File: config.mk
export PLATFORM = sky130hd
export DESIGN_NAME = feature_tx_ctrl_flat
export DESIGN_NICKNAME = d
export VERILOG_FILES = /design/src/rtl/feature_tx_pkg.sv /design/src/rtl/feature_tx_ctrl_if.sv /design/src/rtl/feature_tx_ctrl_skid_fifo2.sv /design/src/rtl/feature_tx_ctrl.sv /design/src/flat_wrapper.sv
export SDC_FILE = /design/constraint.sdc
export NUM_CORES = 1
export LEC_CHECK = 0
export BUFFER_PORTS_ARGS = -buffer_cell sky130_fd_sc_hd__clkbuf_2
export CAP_MARGIN = 20
export CORE_MARGIN = 10
export CORE_UTILIZATION = 30
export CTS_CLUSTER_DIAMETER = 40
export DETAILED_ROUTE_END_ITERATION = 6
export GPL_ROUTABILITY_DRIVEN = 0
export PLACE_DENSITY = 0.55
export SLEW_MARGIN = 40
export SYNTH_ARGS = -nofsm -noshare
export SYNTH_HDL_FRONTEND = slang
export SYNTH_SLANG_ARGS = --single-unit
File: constraint.sdc
create_clock -name sclk -period 6.05 [get_ports sclk]
set_input_delay 0.3025 -clock sclk [delete_from_list [all_inputs] [get_ports sclk]]
set_output_delay 0.3025 -clock sclk [all_outputs]
set_load 0.02 [all_outputs]
File: src/rtl/feature_tx_pkg.sv
// -----------------------------------------------------------------------------
// feature_tx_pkg
// Shared definitions for the feature TX controller: FSM state encoding,
// header magic, header field offsets, word-count width and a helper that
// assembles the 64-bit packet header word.
// -----------------------------------------------------------------------------
package feature_tx_pkg;

  localparam int CNT_W = 13;
  localparam int IDX_W = 16;

  localparam logic [15:0] HDR_MAGIC_DEF = 16'hA55A;

  // Header layout: {magic[63:48], pkt_idx[47:32], 3'b0, pkt_len[28:16], 3'b0, remaining[12:0]}
  localparam int HDR_MAGIC_LSB = 48;
  localparam int HDR_IDX_LSB   = 32;
  localparam int HDR_LEN_LSB   = 16;
  localparam int HDR_REM_LSB   = 0;

  typedef enum logic [2:0] {
    ST_IDLE,
    ST_SNAP,
    ST_LOAD,
    ST_HDR,
    ST_PAYLOAD,
    ST_DONE
  } tx_state_e;

  function automatic logic [63:0] build_hdr(input logic [15:0]      magic,
                                            input logic [IDX_W-1:0] idx,
                                            input logic [CNT_W-1:0] len,
                                            input logic [CNT_W-1:0] rem);
    logic [63:0] w;
    w = '0;
    w[HDR_MAGIC_LSB +: 16]    = magic;
    w[HDR_IDX_LSB   +: IDX_W] = idx;
    w[HDR_LEN_LSB   +: CNT_W] = len;
    w[HDR_REM_LSB   +: CNT_W] = rem;
    return w;
  endfunction

endpackage

File: src/rtl/feature_tx_ctrl_if.sv
// -----------------------------------------------------------------------------
// feature_tx_ctrl_if
// Valid/ready stream carrying packetised feature words towards the UDP TX path.
//   tx_data  : stream word
//   tx_valid : word present
//   tx_last  : final payload word of the current packet
//   tx_ready : consumer accepts the word this cycle
// master = producer (feature_tx_ctrl), slave = consumer.
// -----------------------------------------------------------------------------
interface feature_tx_ctrl_if #(
  parameter int DATA_W = 64
);
  logic [DATA_W-1:0] tx_data;
  logic              tx_valid;
  logic              tx_last;
  logic              tx_ready;

  modport master (output tx_data, output tx_valid, output tx_last, input tx_ready);
  modport slave  (input tx_data, input tx_valid, input tx_last, output tx_ready);
endinterface

File: src/rtl/feature_tx_ctrl_skid_fifo2.sv
// -----------------------------------------------------------------------------
// tx_skid_fifo2
// Two-entry FIFO of {data, last} that decouples the buffer read pipeline from
// downstream backpressure. Output word stays put until popped.
//   sclk, s_rst_n      : clock, asynchronous active-low reset
//   push/push_data/push_last : write one entry (caller never pushes when full)
//   pop                : remove head entry (ignored when empty)
//   out_valid/out_data/out_last : head entry, zero when empty
//   occupancy          : number of stored entries (0..2)
// -----------------------------------------------------------------------------
module tx_skid_fifo2 #(
  parameter int DATA_W = 64
) (
  input  logic              sclk,
  input  logic              s_rst_n,
  input  logic              push,
  input  logic [DATA_W-1:0] push_data,
  input  logic              push_last,
  input  logic              pop,
  output logic              out_valid,
  output logic [DATA_W-1:0] out_data,
  output logic              out_last,
  output logic [1:0]        occupancy
);

  logic [DATA_W-1:0] mem_data [2];
  logic              mem_last [2];
  logic              wr_ptr;
  logic              rd_ptr;
  logic [1:0]        cnt;
  logic              pop_ok;

  assign pop_ok    = pop & (cnt != 2'd0);
  assign out_valid = (cnt != 2'd0);
  assign occupancy = cnt;
  // Gate with valid so an empty buffer (including right after reset) drives zeros.
  assign out_data  = out_valid ? mem_data[rd_ptr] : '0;
  assign out_last  = out_valid & mem_last[rd_ptr];

  always_ff @(posedge sclk or negedge s_rst_n) begin
    if (!s_rst_n) begin
      wr_ptr <= 1'b0;
      rd_ptr <= 1'b0;
      cnt    <= 2'd0;
    end else begin
      wr_ptr <= wr_ptr ^ push;
      rd_ptr <= rd_ptr ^ pop_ok;
      case ({push, pop_ok})
        2'b10:   cnt <= cnt + 2'd1;
        2'b01:   cnt <= cnt - 2'd1;
        default: cnt <= cnt;
      endcase
    end
  end

  always_ff @(posedge sclk) begin
    if (push) begin
      mem_data[wr_ptr] <= push_data;
      mem_last[wr_ptr] <= push_last;
    end
  end

endmodule

File: src/rtl/feature_tx_ctrl.sv
// -----------------------------------------------------------------------------
// feature_tx_ctrl
// Drains one frame from the feature TX buffer and packetises it into a
// valid/ready stream: per packet one header word, then up to MAX_PKT_WORDS
// payload words.
//   sclk, s_rst_n     : clock, asynchronous active-low reset
//   frame_done        : pulse, a complete frame sits in the buffer
//   read_start        : pulse to the buffer, snapshot its data_count
//   buffer_data_count : snapshot, valid the cycle after read_start
//   buffer_rd_en      : FIFO read strobe
//   buffer_rd_data    : FIFO word, valid one cycle after buffer_rd_en
//   tx                : output stream (master side)
//   busy              : frame in progress
//   frame_sent        : pulse, whole frame handed downstream
// -----------------------------------------------------------------------------
module feature_tx_ctrl
  import feature_tx_pkg::*;
#(
  parameter int          DATA_W        = 64,
  parameter int          MAX_PKT_WORDS = 128,
  parameter logic [15:0] HDR_MAGIC     = HDR_MAGIC_DEF
) (
  input  logic               sclk,
  input  logic               s_rst_n,
  input  logic               frame_done,
  output logic               read_start,
  input  logic [CNT_W-1:0]   buffer_data_count,
  output logic               buffer_rd_en,
  input  logic [DATA_W-1:0]  buffer_rd_data,
  feature_tx_ctrl_if.master  tx,
  output logic               busy,
  output logic               frame_sent
);

  localparam logic [CNT_W-1:0] MAX_LEN = CNT_W'(MAX_PKT_WORDS);
  localparam logic [CNT_W-1:0] ONE     = CNT_W'(1);

  tx_state_e         state;
  logic [CNT_W-1:0]  remaining;
  logic [CNT_W-1:0]  pkt_len;
  logic [CNT_W-1:0]  issued;
  logic [IDX_W-1:0]  pkt_idx;
  logic              rd_vld_p1;
  logic              rd_last_p1;

  logic              in_hdr;
  logic              in_pay;
  logic [CNT_W-1:0]  hdr_len;
  logic [CNT_W-1:0]  cur_len;
  logic [CNT_W-1:0]  cur_issued;
  logic [1:0]        occ;
  logic              pop;
  logic [2:0]        room;
  logic              push;
  logic [DATA_W-1:0] push_data;
  logic              push_last;
  logic              last_acc;

  assign in_hdr  = (state == ST_HDR);
  assign in_pay  = (state == ST_PAYLOAD);
  assign hdr_len = (remaining < MAX_LEN) ? remaining : MAX_LEN;

  // The HDR cycle already counts as the packet's first issue slot, before
  // pkt_len/issued are registered.
  assign cur_len    = in_hdr ? hdr_len : pkt_len;
  assign cur_issued = in_hdr ? '0 : issued;

  assign pop = tx.tx_valid & tx.tx_ready;

  // Skid entries held at the end of this cycle if nothing else is read:
  // current occupancy, minus the word leaving now, plus the header or the
  // returning read entering now. A new read only lands next cycle, so it is
  // safe whenever this stays below 2; counting the pop keeps the stream at
  // one word per cycle with tx_ready high.
  assign room = 3'(occ) + 3'(in_hdr) + 3'(rd_vld_p1) - 3'(pop);

  assign buffer_rd_en = (in_hdr | in_pay) && (cur_issued < cur_len) && (room < 3'd2);

  // Header and returning data never coincide: all reads of the previous
  // packet have landed before its last word can be accepted.
  assign push      = in_hdr | rd_vld_p1;
  assign push_data = in_hdr ? DATA_W'(build_hdr(HDR_MAGIC, pkt_idx, hdr_len, remaining))
                            : buffer_rd_data;
  assign push_last = in_hdr ? 1'b0 : rd_last_p1;

  // Only payload words carry last, so this marks the end of a packet.
  assign last_acc = pop & tx.tx_last;

  tx_skid_fifo2 #(.DATA_W(DATA_W)) u_skid (
    .sclk      (sclk),
    .s_rst_n   (s_rst_n),
    .push      (push),
    .push_data (push_data),
    .push_last (push_last),
    .pop       (pop),
    .out_valid (tx.tx_valid),
    .out_data  (tx.tx_data),
    .out_last  (tx.tx_last),
    .occupancy (occ)
  );

  always_ff @(posedge sclk or negedge s_rst_n) begin
    if (!s_rst_n) begin
      state      <= ST_IDLE;
      remaining  <= '0;
      pkt_len    <= '0;
      issued     <= '0;
      pkt_idx    <= '0;
      rd_vld_p1  <= 1'b0;
      rd_last_p1 <= 1'b0;
      read_start <= 1'b0;
      busy       <= 1'b0;
      frame_sent <= 1'b0;
    end else begin
      read_start <= 1'b0;
      frame_sent <= 1'b0;

      // p0 -> p1: read issued this cycle, word returns next cycle
      rd_vld_p1  <= buffer_rd_en;
      rd_last_p1 <= buffer_rd_en && ((cur_issued + ONE) == cur_len);
      if (buffer_rd_en) begin
        issued <= cur_issued + ONE;
      end

      case (state)
        ST_IDLE: begin
          if (frame_done) begin
            state      <= ST_SNAP;
            read_start <= 1'b1;
            busy       <= 1'b1;
          end
        end
        ST_SNAP: begin
          state <= ST_LOAD;
        end
        ST_LOAD: begin
          remaining <= buffer_data_count;
          pkt_idx   <= '0;
          state     <= (buffer_data_count == '0) ? ST_DONE : ST_HDR;
        end
        ST_HDR: begin
          pkt_len <= hdr_len;
          state   <= ST_PAYLOAD;
        end
        ST_PAYLOAD: begin
          if (last_acc) begin
            remaining <= remaining - pkt_len;
            pkt_idx   <= pkt_idx + 16'd1;
            state     <= (remaining == pkt_len) ? ST_DONE : ST_HDR;
          end
        end
        ST_DONE: begin
          frame_sent <= 1'b1;
          busy       <= 1'b0;
          state      <= ST_IDLE;
        end
        default: state <= ST_IDLE;
      endcase
    end
  end

endmodule

File: src/flat_wrapper.sv
// flat-port wrapper written by rule: the top's interface ports become plain ports
module feature_tx_ctrl_flat import feature_tx_pkg::*;
#(
  parameter int          DATA_W        = 64,
  parameter int          MAX_PKT_WORDS = 128,
  parameter logic [15:0] HDR_MAGIC     = HDR_MAGIC_DEF
)
  (sclk, s_rst_n, frame_done, read_start, buffer_data_count, buffer_rd_en, buffer_rd_data, busy, frame_sent, tx_tx_data, tx_tx_valid, tx_tx_last, tx_tx_ready);
  feature_tx_ctrl_if #(.DATA_W(DATA_W)) tx_i ();
  input  logic sclk;
  input  logic s_rst_n;
  input  logic frame_done;
  output logic read_start;
  input  logic [CNT_W-1:0] buffer_data_count;
  output logic buffer_rd_en;
  input  logic [DATA_W-1:0] buffer_rd_data;
  output logic busy;
  output logic frame_sent;
  output wire logic [$bits(tx_i.tx_data)-1:0] tx_tx_data;
  output wire logic [$bits(tx_i.tx_valid)-1:0] tx_tx_valid;
  output wire logic [$bits(tx_i.tx_last)-1:0] tx_tx_last;
  input wire logic [$bits(tx_i.tx_ready)-1:0] tx_tx_ready;
  assign tx_tx_data = tx_i.tx_data;
  assign tx_tx_valid = tx_i.tx_valid;
  assign tx_tx_last = tx_i.tx_last;
  assign tx_i.tx_ready = tx_tx_ready;
  feature_tx_ctrl #(.DATA_W(DATA_W), .MAX_PKT_WORDS(MAX_PKT_WORDS), .HDR_MAGIC(HDR_MAGIC)) u_core (.sclk(sclk), .s_rst_n(s_rst_n), .frame_done(frame_done), .read_start(read_start), .buffer_data_count(buffer_data_count), .buffer_rd_en(buffer_rd_en), .buffer_rd_data(buffer_rd_data), .tx(tx_i), .busy(busy), .frame_sent(frame_sent));
endmodule
==> results of run 1 <==
==> synthesized netlist by cell type (3+ instances only) <==
| library cell | count | share of area [%] |
|---|---|---|
| sky130_fd_sc_hd__a211oi_1 | 10 | 0.74 |
| sky130_fd_sc_hd__nor3_1 | 14 | 0.69 |
| sky130_fd_sc_hd__o21a_1 | 5 | 0.37 |
| sky130_fd_sc_hd__nand2b_1 | 19 | 1.2 |
| sky130_fd_sc_hd__a21o_1 | 4 | 0.30 |
| sky130_fd_sc_hd__o31ai_1 | 10 | 0.74 |
| sky130_fd_sc_hd__xor2_1 | 15 | 1.3 |
| sky130_fd_sc_hd__o21ai_0 | 33 | 1.6 |
| sky130_fd_sc_hd__a21oi_1 | 27 | 1.3 |
| sky130_fd_sc_hd__o41ai_2 | 3 | 0.48 |
| sky130_fd_sc_hd__o32ai_1 | 3 | 0.26 |
| sky130_fd_sc_hd__ha_1 | 32 | 3.9 |
| sky130_fd_sc_hd__buf_2 | 6 | 0.30 |
| sky130_fd_sc_hd__xnor2_1 | 18 | 1.6 |
| sky130_fd_sc_hd__nor4_1 | 7 | 0.43 |
| sky130_fd_sc_hd__edfxtp_1 | 130 | 38 |
| sky130_fd_sc_hd__a22o_1 | 7 | 0.60 |
| sky130_fd_sc_hd__nand2_1 | 117 | 4.3 |
| sky130_fd_sc_hd__nand3_1 | 19 | 0.94 |
| sky130_fd_sc_hd__nand4_1 | 11 | 0.68 |
| sky130_fd_sc_hd__inv_1 | 43 | 1.6 |
| sky130_fd_sc_hd__clkbuf_1 | 31 | 1.1 |
| sky130_fd_sc_hd__or3_1 | 5 | 0.31 |
| sky130_fd_sc_hd__nor2b_1 | 7 | 0.43 |
| sky130_fd_sc_hd__a31oi_1 | 5 | 0.31 |
| sky130_fd_sc_hd__a22oi_1 | 4 | 0.30 |
| sky130_fd_sc_hd__and2_1 | 31 | 1.9 |
| sky130_fd_sc_hd__nor2_1 | 126 | 4.7 |
| sky130_fd_sc_hd__dfrtp_1 | 67 | 16 |
| sky130_fd_sc_hd__buf_1 | 14 | 0.52 |
| sky130_fd_sc_hd__mux2i_1 | 69 | 6.8 |
| sky130_fd_sc_hd__and3_1 | 14 | 0.86 |
| sky130_fd_sc_hd__and4_1 | 3 | 0.26 |
==> power groups by stage <==
stage / logic (uW) / registers [uW] / clock network (uW)
2_1_floorplan: 1780 / 1930 / 0
3_3_place_gp: 2520 / 2030 / 0
3_5_place_dp: 2570 / 2030 / 0
4_1_cts: 2570 / 2000 / 1130
5_1_grt: 2830 / 2030 / 1190
6_report: 2550 / 2000 / 1100
==> state kept, by name, summed over array words and instances (netlist names) <==
register                 flops
u_core.pkt_idx              16
u_core.pkt_len              13
u_core.remaining            13
u_core.rd_vld_p1             1
u_core.u_skid.rd_ptr         1
u_core.u_skid.mem_last       2
u_core.frame_sent            1
u_core.busy                  1
u_core.rd_last_p1            1
u_core.u_skid.occupancy      2
u_core.read_start            1
u_core.issued               13
u_core.state                 3
u_core.u_skid.wr_ptr         1
u_core.u_skid.mem_data     128
==> worst min path at each step <==
stage                     slack [ns]  depth (start not counted)                     from                                      end
final                           0.14                          3    buffer_data_count[11]         u_core.remaining[11]$_DFFE_PN0P_
after global routing            0.14                          3     buffer_data_count[4]          u_core.remaining[4]$_DFFE_PN0P_
after CTS                       0.13                          2       buffer_rd_data[56]  u_core.u_skid.mem_data[1][56]$_DFFE_PP_
after detailed placement        0.47                          2                  s_rst_n          u_core.remaining[2]$_DFFE_PN0P_
after global placement          0.52                          2  u_core.busy$_DFFE_PN0P_                  u_core.busy$_DFFE_PN0P_
after floorplan                0.007                          0                  s_rst_n                  u_core.busy$_DFFE_PN0P_
==> cells by family after synthesis <==
logic type | after synthesis | synth area share (%)
fa+ha+maj | 34 | 4.334
simple gates | 386 | 17.83
compound gates | 136 | 9.296
mux | 71 | 7.018
xor+xnor | 33 | 2.844
flops | 197 | 54.91
buf+inv | 96 | 3.767
==> metrics by stage <==
step                total power, uW  hold slack (ns)
floorplan                      3705         0.006909
global placement               4552           0.5233
detailed placement             4598           0.4739
CTS                            5712           0.1268
global route                   6056           0.1401
finish                         5654           0.1401
==> area by class of cell <==
cell class / count / area (um2)
timing repair buffer: 166 / 947.2
inverter: 43 / 162.7
clock inverter: 14 / 140.1
clock buffer: 18 / 429.2
fill: 3361 / 21390
sequential: 197 / 5584
multi-input combinational: 660 / 4237
tap: 448 / 560.5
==> metal layers <==
| metal | global-route usage (%) | up-vias | wire [um] |
|---|---|---|---|
| li1 | - | 3638 | - |
| met3 | 3.107 | 17 | 1645 |
| met2 | 21.22 | 183 | 12950 |
| met5 | 0 | - | 0 |
| met1 | 18.84 | 3654 | 13470 |
| met4 | 2.724 | 0 | 226 |
==> tightest hold or removal path, delay by kind of cell <==
kind / cells / cell delay [ns]
buffers and inverters: 1 / 0.10
AND/OR/NAND/NOR: 2 / 0.13
==> cells in the final DEF, fill, tap and decap left out, drive strengths merged, types with 10 or more instances in the layout <==
cell    Yosys  final
and2       31     31
inv        43     47
mux2i      69     69
nand4      11     11
clkinv      0     10
nand3      19     19
edfxtp    130    130
xnor2      18     18
a211oi     10     10
o21ai      33     33
nand2     118    118
a21oi      27     27
nor2      126    126
and3       14     14
buf        22     16
nand2b     19     19
clkbuf     31    167
o31ai      10     10
dfrtp      67     67
xor2       15     15
ha         32     32
nor3       15     15
==> repair_timing <==
item                                   4_1_cts  5_1_grt
hold buffers                                 1        0
endpoints found under the hold margin        2        0
buffers inserted                             0        0
==> summary.md, run 1 <==
| Metric | Value |
|---|---|
| Result of the run | `completed` |
| Library cell used as clock root buffer | `sky130_fd_sc_hd__clkbuf_16` |
| Share of power burned in registers | `35.4%` |
| Worst reg2reg endpoint | `u_core.issued[11]$_DFFE_PN0P_` |
| I/O Buffers | `150` |
| End-of-flow core utilization | `36.06%` |
| Worst relative slew slack | `46.81%` |
| Count of endpoints failing setup in the final report | `0` |
| Register area share after synthesis | `54.91%` |
| CTS Buf Count | `17` |
| PostCTS Resize Cnt | `0` |
| Arrival time at the worst endpoint | `4.40 ns` |
| Synth cell types | `66` |
| Worst path depth | `13` |
| Final net count | `1200` |
| Leakage power of the design | `0.005124 uW` |
| Routed wire per std cell | `18.30 um` |
| Number of antenna violations at the first check in global routing | `0` |
| Post-synthesis register bit count | `197` |
| Timing-limited maximum frequency | `0.2128 GHz` |
| Combinational share of power | `45.1%` |
| Cell family with the largest share of critical-path delay | `buffers and inverters` |
| FFs w/ async S/R, synth | `34.01%` |
| Die Area | `41640 um2` |
| IO Count | `151` |
| Worst Path Max Fanout | `57` |
| Maximum vdd ir drop | `0.2168 mV` |
| Grt ovf | `0` |
| Worst path cell trace | `and3b_2 -> buf_4 -> and3_1 -> buf_4 -> a22oi_1 -> ha_1 -> nand3_1 -> nand2_1 -> a21oi_1 -> o211ai_2 -> or2_1 -> inv_1 -> clkbuf_2` |
| Drt drc | `0` |
| Count of standard-cell rows | `67` |
| DRC violation total after the first TritonRoute iteration | `472` |
| Number of inserted diodes | `0` |
| Largest net degree at the start of global routing | `101` |
| Flop2flop setup slack | `1.91 ns` |
| End point of the critical path | `buffer_rd_en` |
| Final worst path period need | `4.699 ns` |
| Global-route wire length before repair | `44.20 mm` |
| Post-synthesis net count | `1068` |
| Cell total after placement | `1512` |
| Kind of capture point of the worst setup path | `output pin` |
| Critical path buffers and inverters | `4` |
| Antenna-violating nets left | `0` |
| Int Power | `3210 uW` |
| Required time worst endpoint | `5.75 ns` |
| Total track usage | `13.57%` |
| Post-detailed-routing wire length | `28.29 mm` |
| Post-placement cell area | `11460 um2` |
| Worst R2R Start | `u_core.state[0]$_DFFE_PN0P_` |
| Die Ht | `204.1 um` |
| RSZ-0062 raised after global routing | `no` |
| Final-report hold violation count | `0` |
| Source-to-sink clock delay at the later pin of the worst-skew pair | `0.44 ns` |
| Post-route design area | `12060 um2` |
| Worst-case clock buffer depth | `2` |
| Most numerous cell on the critical path | `sky130_fd_sc_hd__buf_4` |
| CTS clk-pin slew, worst paths | `0.08 ns` |
| Slowest cell delay on critical path | `0.53 ns` |
| Number of synthesized flops with an enable pin | `130` |
| Final-layout setup total negative slack | `0 ns` |
| Number of global-route vias before repair | `7483` |
| Critical Path Start | `u_core.state[0]$_DFFE_PN0P_` |
| Total power density per cell area | `468.8 nW/um2` |
| Number of violations of the max-capacitance limit | `0` |
| Type of the worst setup path | `flip-flop to output pin` |
| Hold WC Path Type | `input port to flip-flop` |
| Fin cells | `1546` |
| Least setup slack across all paths after layout | `1.351 ns` |
| Total iterations of the first detailed-routing run | `6` |
| Post-synth design cell area | `10160 um2` |
| Detailed placer's ending HPWL | `20.23 mm` |
| Category of the worst setup path launch point | `flip-flop` |
| Depth of the most critical reg-to-reg path | `13` |
| TritonCTS clock tree | `built` |
| Core region area | `33450 um2` |
| Routed via count divided by cell count | `4.846` |
| Switching fraction of total power | `43.23%` |
| Final clock skew | `0.01278 ns` |
| Signed area change from the synthesized netlist to the final layout | `18.68%` |
| Fraction of layout instances using a drive strength above 1 | `19.76%` |
| Switching power | `2444 uW` |
| Final number of max-transition violations | `0` |
| DP Worst Slack | `1.801 ns` |
| Average footprint of a synthesized cell | `10.66 um2` |
| Number of H-tree levels | `4` |
| Number of standard cells after synthesis | `953` |
| Synth Flop Type | `sky130_fd_sc_hd__edfxtp_1` |
| Initial core utilization | `30.38%` |
| Warnings from Yosys | `0` |
| Measured slew at the worst slew-check pin | `0.7978 ns` |
| Final clock period utilization by the worst path | `77.67%` |
| X dimension of the die | `204.1 um` |
| Clock Power Share | `19.5%` |
| Clock sink total | `197` |
| Routed via count | `7492` |
| CP max stage cell | `sky130_fd_sc_hd__dfrtp_1` |
No activity file was read; power rests on OpenSTA's default activity.
==> run 2, diff against run 1 <==
PLACE_DENSITY = 0.57   (was 0.55)
clock period = 4.3 ns   (was 6.05 ns; I/O delays follow)
==> summary.md, run 2 (synthesis results as in run 1) <==
| Metric | Value |
|---|---|
| Final clock skew | `0.01299 ns (was 0.01278 ns)` |
| Number of H-tree levels | `4 (unchanged)` |
| Final worst path period need | `3.930 ns` |
| Routed via count divided by cell count | `4.792 (was 4.846)` |
| Library cell used as clock root buffer | `sky130_fd_sc_hd__clkbuf_16 (unchanged)` |
| Depth of the most critical reg-to-reg path | `14 (was 13)` |
| X dimension of the die | `204.1 um (unchanged)` |
| Count of endpoints failing setup in the final report | `0 (unchanged)` |
| Kind of capture point of the worst setup path | `output pin (unchanged)` |
| Post-detailed-routing wire length | `27.43 mm (was 28.29 mm)` |
| Core region area | `33450 um2 (unchanged)` |
| Total of fill cells in the finished design | `3346 (was 3361)` |
| Clock sink total | `197 (unchanged)` |
| Signed area change from the synthesized netlist to the final layout | `18.28% (was 18.68%)` |
| Number of global-route vias before repair | `7519 (was 7483)` |
| Detailed placer's ending HPWL | `19.87 mm (was 20.23 mm)` |
| Register containing the most flip-flops in the final layout | `u_core.u_skid.mem_data (unchanged)` |
| Timing-limited maximum frequency | `0.2544 GHz` |
| Flop2flop setup slack | `0.78 ns (was 1.91 ns)` |
| I/O Buffers | `150 (unchanged)` |
| Top Registers | `u_core.u_skid.mem_data (128), u_core.pkt_idx (16) (unchanged)` |
| Most frequent standard cell in the layout excluding fill and tap cells | `sky130_fd_sc_hd__clkbuf_2 (unchanged)` |
| Largest net degree at the start of global routing | `55 (was 101)` |
| Fraction of layout instances using a drive strength above 1 | `19.82% (was 19.76%)` |
| DRC violation total after the first TritonRoute iteration | `427 (was 472)` |
| Measured slew at the worst slew-check pin | `0.7558 ns (was 0.7978 ns)` |
| End point of the critical path | `buffer_rd_en (unchanged)` |
| Max FFs per register | `128 (unchanged)` |
| Source-to-sink clock delay at the later pin of the worst-skew pair | `0.44 ns (about the same)` |
| DP Worst Slack | `0.3797 ns (was 1.801 ns)` |
| Footprint of the multi-input gates | `4250 um2 (was 4237 um2)` |
| Die Ht | `204.1 um (unchanged)` |
| Maximum vdd ir drop | `0.2520 mV (was 0.2168 mV)` |
| Arrival time at the worst endpoint | `3.72 ns (was 4.40 ns)` |
| Worst reg2reg endpoint | `u_core.issued[5]$_DFFE_PN0P_ (was u_core.issued[11]$_DFFE_PN0P_)` |
| Worst Path Max Fanout | `11 (was 57)` |
| CTS clk-pin slew, worst paths | `0.08 ns (about the same)` |
| Worst R2R Start | `u_core.state[1]$_DFFE_PN0P_ (was u_core.state[0]$_DFFE_PN0P_)` |
| Required time worst endpoint | `4.09 ns (was 5.75 ns)` |
| Drt drc | `0 (unchanged)` |
| Category of the worst setup path launch point | `flip-flop (unchanged)` |
| Global-route wire length before repair | `43.00 mm (was 44.20 mm)` |
| Final clock period utilization by the worst path | `91.40%` |
| TritonCTS clock tree | `built (unchanged)` |
| Total track usage | `13.13% (was 13.57%)` |
| Critical Path Start | `u_core.state[1]$_DFFE_PN0P_ (was u_core.state[0]$_DFFE_PN0P_)` |
| Total iterations of the first detailed-routing run | `5 (was 6)` |
| Number of antenna violations at the first check in global routing | `0 (unchanged)` |
| Die Area | `41640 um2 (unchanged)` |
| Final-report hold violation count | `0 (unchanged)` |
| Total design power | `7874 uW (was 5654 uW)` |
| Worst-case clock buffer depth | `2 (unchanged)` |
| Final net count | `1197 (was 1200)` |
| Number of inserted diodes | `0 (unchanged)` |
| Initial core utilization | `30.38% (unchanged)` |
| Result of the run | `completed (unchanged)` |
| Leakage power of the design | `0.005111 uW (was 0.005124 uW)` |
| Total power density per cell area | `655.1 nW/um2 (was 468.8 nW/um2)` |
| IO Count | `151 (unchanged)` |
| Final-layout setup total negative slack | `0 ns (unchanged)` |
| Routed via count | `7394 (was 7492)` |
| End-of-flow core utilization | `35.94% (was 36.06%)` |
| Worst relative slew slack | `49.15% (was 46.81%)` |
| Count of standard-cell rows | `67 (unchanged)` |
| Grt ovf | `0 (unchanged)` |
| Least setup slack across all paths after layout | `0.3699 ns (was 1.351 ns)` |
| Antenna-violating nets left | `0 (unchanged)` |
| Routed wire per std cell | `17.78 um (was 18.30 um)` |
| Final number of max-transition violations | `0 (unchanged)` |
| RSZ-0062 raised after global routing | `no (unchanged)` |
| Sequential standard cell area | `5585 um2 (was 5584 um2)` |
| Type of the worst setup path | `flip-flop to output pin (unchanged)` |
| Number of violations of the max-capacitance limit | `0 (unchanged)` |
| Most frequent cells in the layout | `149 x sky130_fd_sc_hd__clkbuf_2, 130 x sky130_fd_sc_hd__edfxtp_1, 124 x sky130_fd_sc_hd__nor2_1, 117 x sky130_fd_sc_hd__nand2_1, 69 x sky130_fd_sc_hd__mux2i_1 (unchanged)` |
| Hold WC Path Type | `input port to flip-flop (unchanged)` |
| CTS Buf Count | `17 (unchanged)` |
## run 2: worst min-delay path by stage
stage,slack (ns),to,depth (start not counted),startpoint
floorplan,-0.08,u_core.busy$_DFFE_PN0P_,0,s_rst_n
global placement,0.47,u_core.remaining[2]$_DFFE_PN0P_,1,s_rst_n
detailed placement,0.28,u_core.remaining[2]$_DFFE_PN0P_,1,s_rst_n
CTS,0.02,u_core.remaining[11]$_DFFE_PN0P_,3,buffer_data_count[11]
global route,0.03,u_core.remaining[4]$_DFFE_PN0P_,3,buffer_data_count[4]
finish,0.04,u_core.remaining[4]$_DFFE_PN0P_,3,buffer_data_count[4]
## run 2: metal layers
metal | vias to the layer above | track usage (%) | share of wire [%]
met5 | - | 0 | 0
met4 | 0 | 3.623 | 1.3
met3 | 25 | 3.138 | 5.4
met2 | 155 | 21.26 | 47
met1 | 3571 | 17.18 | 47
li1 | 3643 | - | -
## run 2: where the power goes
group	total, uW	switching (uW)	internal [uW]	leakage, uW
combinational	3490	2280	1210	0.00277
clock	1560	728	833	0.000295
sequential	2820	315	2500	0.00205
total	7870	3320	4550	0.00511
## run 2: stage by stage
stage	instances	area [um2]	hold WS (ns)
final	1543	12020	0.03795
after detailed placement	1510	11410	0.2760
after global routing	1543	12020	0.02855
after CTS	1543	12000	0.02069
after floorplan	953	10160	-0.08059
after global placement	1508	11370	0.4750
## run 2: layout make-up
| cell class | instances | area share [%] |
|---|---|---|
| multi-input combinational | 660 | 35.36 |
| tap | 448 | 4.663 |
| clock inverter | 12 | 0.7495 |
| sequential | 197 | 46.47 |
| inverter | 43 | 1.353 |
| timing repair buffer | 163 | 7.338 |
| clock buffer | 20 | 4.070 |
## run 2: timing repair
item,4_1_cts,5_1_grt
setup buffers,0,0
gates resized for setup,1,5
hold buffers,1,0
setup endpoints to repair,1,1
endpoints found under the hold margin,43,0
cloned,0,0
## run 2: critical path: stages, from the launching register on
cell                       delay, ns
sky130_fd_sc_hd__dfrtp_1        0.51
sky130_fd_sc_hd__and3b_2        0.28
sky130_fd_sc_hd__clkinv_2       0.07
sky130_fd_sc_hd__ha_1           0.28
sky130_fd_sc_hd__inv_1          0.04
sky130_fd_sc_hd__ha_1           0.27
sky130_fd_sc_hd__a21o_1         0.19
sky130_fd_sc_hd__fa_1           0.42
sky130_fd_sc_hd__nor2_1         0.09
sky130_fd_sc_hd__o21ai_0        0.10
sky130_fd_sc_hd__a221oi_2       0.20
sky130_fd_sc_hd__o211ai_2       0.13
sky130_fd_sc_hd__or2_4          0.34
sky130_fd_sc_hd__inv_1          0.16
sky130_fd_sc_hd__clkbuf_2       0.20
==> run 3, diff against run 2 <==
PLACE_DENSITY = 0.55   (was 0.57)
clock period = 4.1 ns   (was 4.3 ns; I/O delays follow)
==> summary.md, run 3 (synthesis results as in run 1) <==
| Metric | Value |
|---|---|
| Highest metal layer with signal wires | `met4 (unchanged)` |
| Type of the worst setup path | `flip-flop to output pin (unchanged)` |
| Worst min-delay path startpoint | `buffer_data_count[4] (unchanged)` |
| Combinational share of power | `44.9% (was 44.4%)` |
| CTS Buf Count | `17 (unchanged)` |
| Number of violations of the max-capacitance limit | `0 (unchanged)` |
| Total length of routed met3 wires | `1.401 mm (was 1.495 mm)` |
| Count of endpoints failing setup in the final report | `0 (unchanged)` |
| Hold path endpoint | `u_core.remaining[4]$_DFFE_PN0P_ (unchanged)` |
| Hold WC Path Type | `input port to flip-flop (unchanged)` |
| Total track usage | `13.24% (was 13.13%)` |
| Number of H-tree levels | `4 (unchanged)` |
| Maximum vdd ir drop | `0.3051 mV (was 0.2520 mV)` |
| Post-detailed-routing wire length | `27.91 mm (was 27.43 mm)` |
| Final number of max-transition violations | `0 (unchanged)` |
| Kind of capture point of the worst setup path | `output pin (unchanged)` |
| Post-placement cell area | `11480 um2 (was 11410 um2)` |
| CTS clk-pin slew, worst paths | `0.08 ns (about the same)` |
| Worst reg2reg endpoint | `u_core.issued[5]$_DFFE_PN0P_ (unchanged)` |
| Timing-limited maximum frequency | `0.2563 GHz` |
| Most frequent standard cell in the layout excluding fill and tap cells | `sky130_fd_sc_hd__clkbuf_2 (unchanged)` |
| Final clock skew | `0.01355 ns (was 0.01299 ns)` |
| Antenna-violating nets left | `0 (unchanged)` |
| Flop2flop setup slack | `0.44 ns (was 0.78 ns)` |
| Library cell used as clock root buffer | `sky130_fd_sc_hd__clkbuf_16 (unchanged)` |
| Grt ovf | `0 (unchanged)` |
| Core region area | `33450 um2 (unchanged)` |
| Final-layout setup total negative slack | `0 ns (unchanged)` |
| Max FFs per register | `128 (unchanged)` |
| Clock Power Share | `19.7% (was 19.8%)` |
| X dimension of the die | `204.1 um (unchanged)` |
| DRC violation total after the first TritonRoute iteration | `495 (was 427)` |
| Depth of the most critical reg-to-reg path | `15 (was 14)` |
| Arrival time at the worst endpoint | `3.70 ns (was 3.72 ns)` |
| Total iterations of the first detailed-routing run | `7 (was 5)` |
| Number of global-route vias before repair | `7497 (was 7519)` |
| Routed wire per std cell | `17.99 um (was 17.78 um)` |
| Total of fill cells in the finished design | `3359 (was 3346)` |
| Die Area | `41640 um2 (unchanged)` |
| Number of stages on the worst hold path | `3 (unchanged)` |
| Final-report hold violation count | `0 (unchanged)` |
| Routed via count | `7462 (was 7394)` |
| Final worst path period need | `3.901 ns` |
| Number of antenna violations at the first check in global routing | `0 (unchanged)` |
| Drt drc | `0 (unchanged)` |
| Total power density per cell area | `693.9 nW/um2 (was 655.1 nW/um2)` |
| Worst-case clock buffer depth | `2 (unchanged)` |
| Final net count | `1205 (was 1197)` |
| Switching fraction of total power | `43.14% (was 42.20%)` |
| Worst R2R Start | `u_core.state[2]$_DFFE_PN0P_ (was u_core.state[1]$_DFFE_PN0P_)` |
| Required time worst endpoint | `3.89 ns (was 4.09 ns)` |
| Clock sink total | `197 (unchanged)` |
| Top Registers | `u_core.u_skid.mem_data (128), u_core.pkt_idx (16) (unchanged)` |
| Signed area change from the synthesized netlist to the final layout | `19.22% (was 18.28%)` |
| Count of standard-cell rows | `67 (unchanged)` |
| Int Power | `4780 uW (was 4551 uW)` |
| Initial core utilization | `30.38% (unchanged)` |
| Leakage power of the design | `0.005146 uW (was 0.005111 uW)` |
| Detailed placer's ending HPWL | `20.28 mm (was 19.87 mm)` |
| Result of the run | `completed (unchanged)` |
| Most frequent cells in the layout | `149 x sky130_fd_sc_hd__clkbuf_2, 130 x sky130_fd_sc_hd__edfxtp_1, 124 x sky130_fd_sc_hd__nor2_1, 117 x sky130_fd_sc_hd__nand2_1, 69 x sky130_fd_sc_hd__mux2i_1 (unchanged)` |
| Final clock period utilization by the worst path | `95.15%` |
| Share of power burned in registers | `35.4% (was 35.8%)` |
| Source-to-sink clock delay at the later pin of the worst-skew pair | `0.43 ns (was 0.44 ns)` |
| RSZ-0062 raised after global routing | `no (unchanged)` |
| TritonCTS clock tree | `built (unchanged)` |
| Global-route wire length before repair | `43.73 mm (was 43.00 mm)` |
| Routed via count divided by cell count | `4.811 (was 4.792)` |
| Metal-1 WL | `13.56 mm (was 12.78 mm)` |
| Detailed route wirelength on metal2 | `12.76 mm (was 12.81 mm)` |
| I/O Buffers | `150 (unchanged)` |
| Switching power | `3627 uW (was 3323 uW)` |
| IO Count | `151 (unchanged)` |
| Number of inserted diodes | `0 (unchanged)` |
| Largest net degree at the start of global routing | `101 (was 55)` |
| Register containing the most flip-flops in the final layout | `u_core.u_skid.mem_data (unchanged)` |
| Fraction of layout instances using a drive strength above 1 | `20.49% (was 19.82%)` |
| Worst relative slew slack | `53.71% (was 49.15%)` |
| Category of the worst setup path launch point | `flip-flop (unchanged)` |
| Die Ht | `204.1 um (unchanged)` |
| Worst Path Max Fanout | `9 (was 11)` |
| Measured slew at the worst slew-check pin | `0.6750 ns (was 0.7558 ns)` |
| Post-route design area | `12120 um2 (was 12020 um2)` |
## run 3: timing repair
action / 4_1_cts / 5_1_grt
endpoints found under the hold margin: 20 / 0
endpoints found under the setup margin: 1 / 1
buffers inserted: 0 / 3
hold buffers: 1 / 0
resized for setup: 2 / 3
## run 3: cell type report
type | count | area (um2) | share of cell area [%]
Inverter | 43 | 162.7 | 1.343
Sequential cell | 197 | 5587 | 46.11
Clock inverter | 14 | 156.4 | 1.291
Multi-Input combinational cell | 660 | 4253 | 35.10
Timing Repair Buffer | 171 | 967.2 | 7.983
Clock buffer | 18 | 429.2 | 3.542
Tap cell | 448 | 560.5 | 4.627
## run 3: layer usage
layer / GRT usage, % / vias to the layer above
li1: - / 3663
met2: 20.70 / 171
met1: 18.61 / 3616
met5: 0 / -
met3: 2.885 / 12
met4: 2.327 / 0
## run 3: stage by stage
step           power [uW]  utilization, %  std cells  hold slack, ns  setup slack, ns
2_1_floorplan        5468               -        953        -0.09059           0.1687
3_3_place_gp         6708           34.09       1511          0.2356           0.3307
3_5_place_dp         6805           34.33       1515          0.2314           0.2654
4_1_cts              8482           36.12       1548         0.01893         0.001834
5_1_grt              8985           36.22       1551         0.03090         0.004458
6_report             8407           36.22       1551         0.02614           0.1990
## run 3: critical path, stage by stage, from the launching register on
cell	delay, ns
sky130_fd_sc_hd__dfrtp_1	0.45
sky130_fd_sc_hd__and3b_2	0.31
sky130_fd_sc_hd__clkinv_2	0.09
sky130_fd_sc_hd__ha_1	0.28
sky130_fd_sc_hd__inv_1	0.05
sky130_fd_sc_hd__ha_1	0.28
sky130_fd_sc_hd__a21o_1	0.19
sky130_fd_sc_hd__fa_1	0.42
sky130_fd_sc_hd__nor2_1	0.08
sky130_fd_sc_hd__o21ai_0	0.10
sky130_fd_sc_hd__a221oi_2	0.20
sky130_fd_sc_hd__o211ai_2	0.15
sky130_fd_sc_hd__or2_1	0.27
sky130_fd_sc_hd__inv_1	0.16
sky130_fd_sc_hd__clkbuf_2	0.22
## run 3: how the worst max path moves through the flow
stage | endpoint | depth (start not counted) | start | slack, ns
floorplan | u_core.issued[12]$_DFFE_PN0P_ | 18 | u_core.state[1]$_DFFE_PN0P_ | 0.17
global placement | u_core.issued[5]$_DFFE_PN0P_ | 14 | u_core.u_skid.occupancy[0]$_DFFE_PN0P_ | 0.33
detailed placement | u_core.issued[5]$_DFFE_PN0P_ | 14 | u_core.u_skid.occupancy[0]$_DFFE_PN0P_ | 0.27
CTS | buffer_rd_en | 14 | u_core.state[0]$_DFFE_PN0P_ | 0.002
global route | buffer_rd_en | 14 | u_core.u_skid.occupancy[0]$_DFFE_PN0P_ | 0.004
finish | buffer_rd_en | 14 | u_core.state[2]$_DFFE_PN0P_ | 0.20
## run 3: power groups by stage
stage | clock [uW] | sequential (uW) | combinational (uW)
floorplan | 0 | 2840 | 2630
global placement | 0 | 3000 | 3700
detailed placement | 0 | 3010 | 3790
CTS | 1700 | 2970 | 3810
global route | 1780 | 3020 | 4190
finish | 1660 | 2970 | 3770
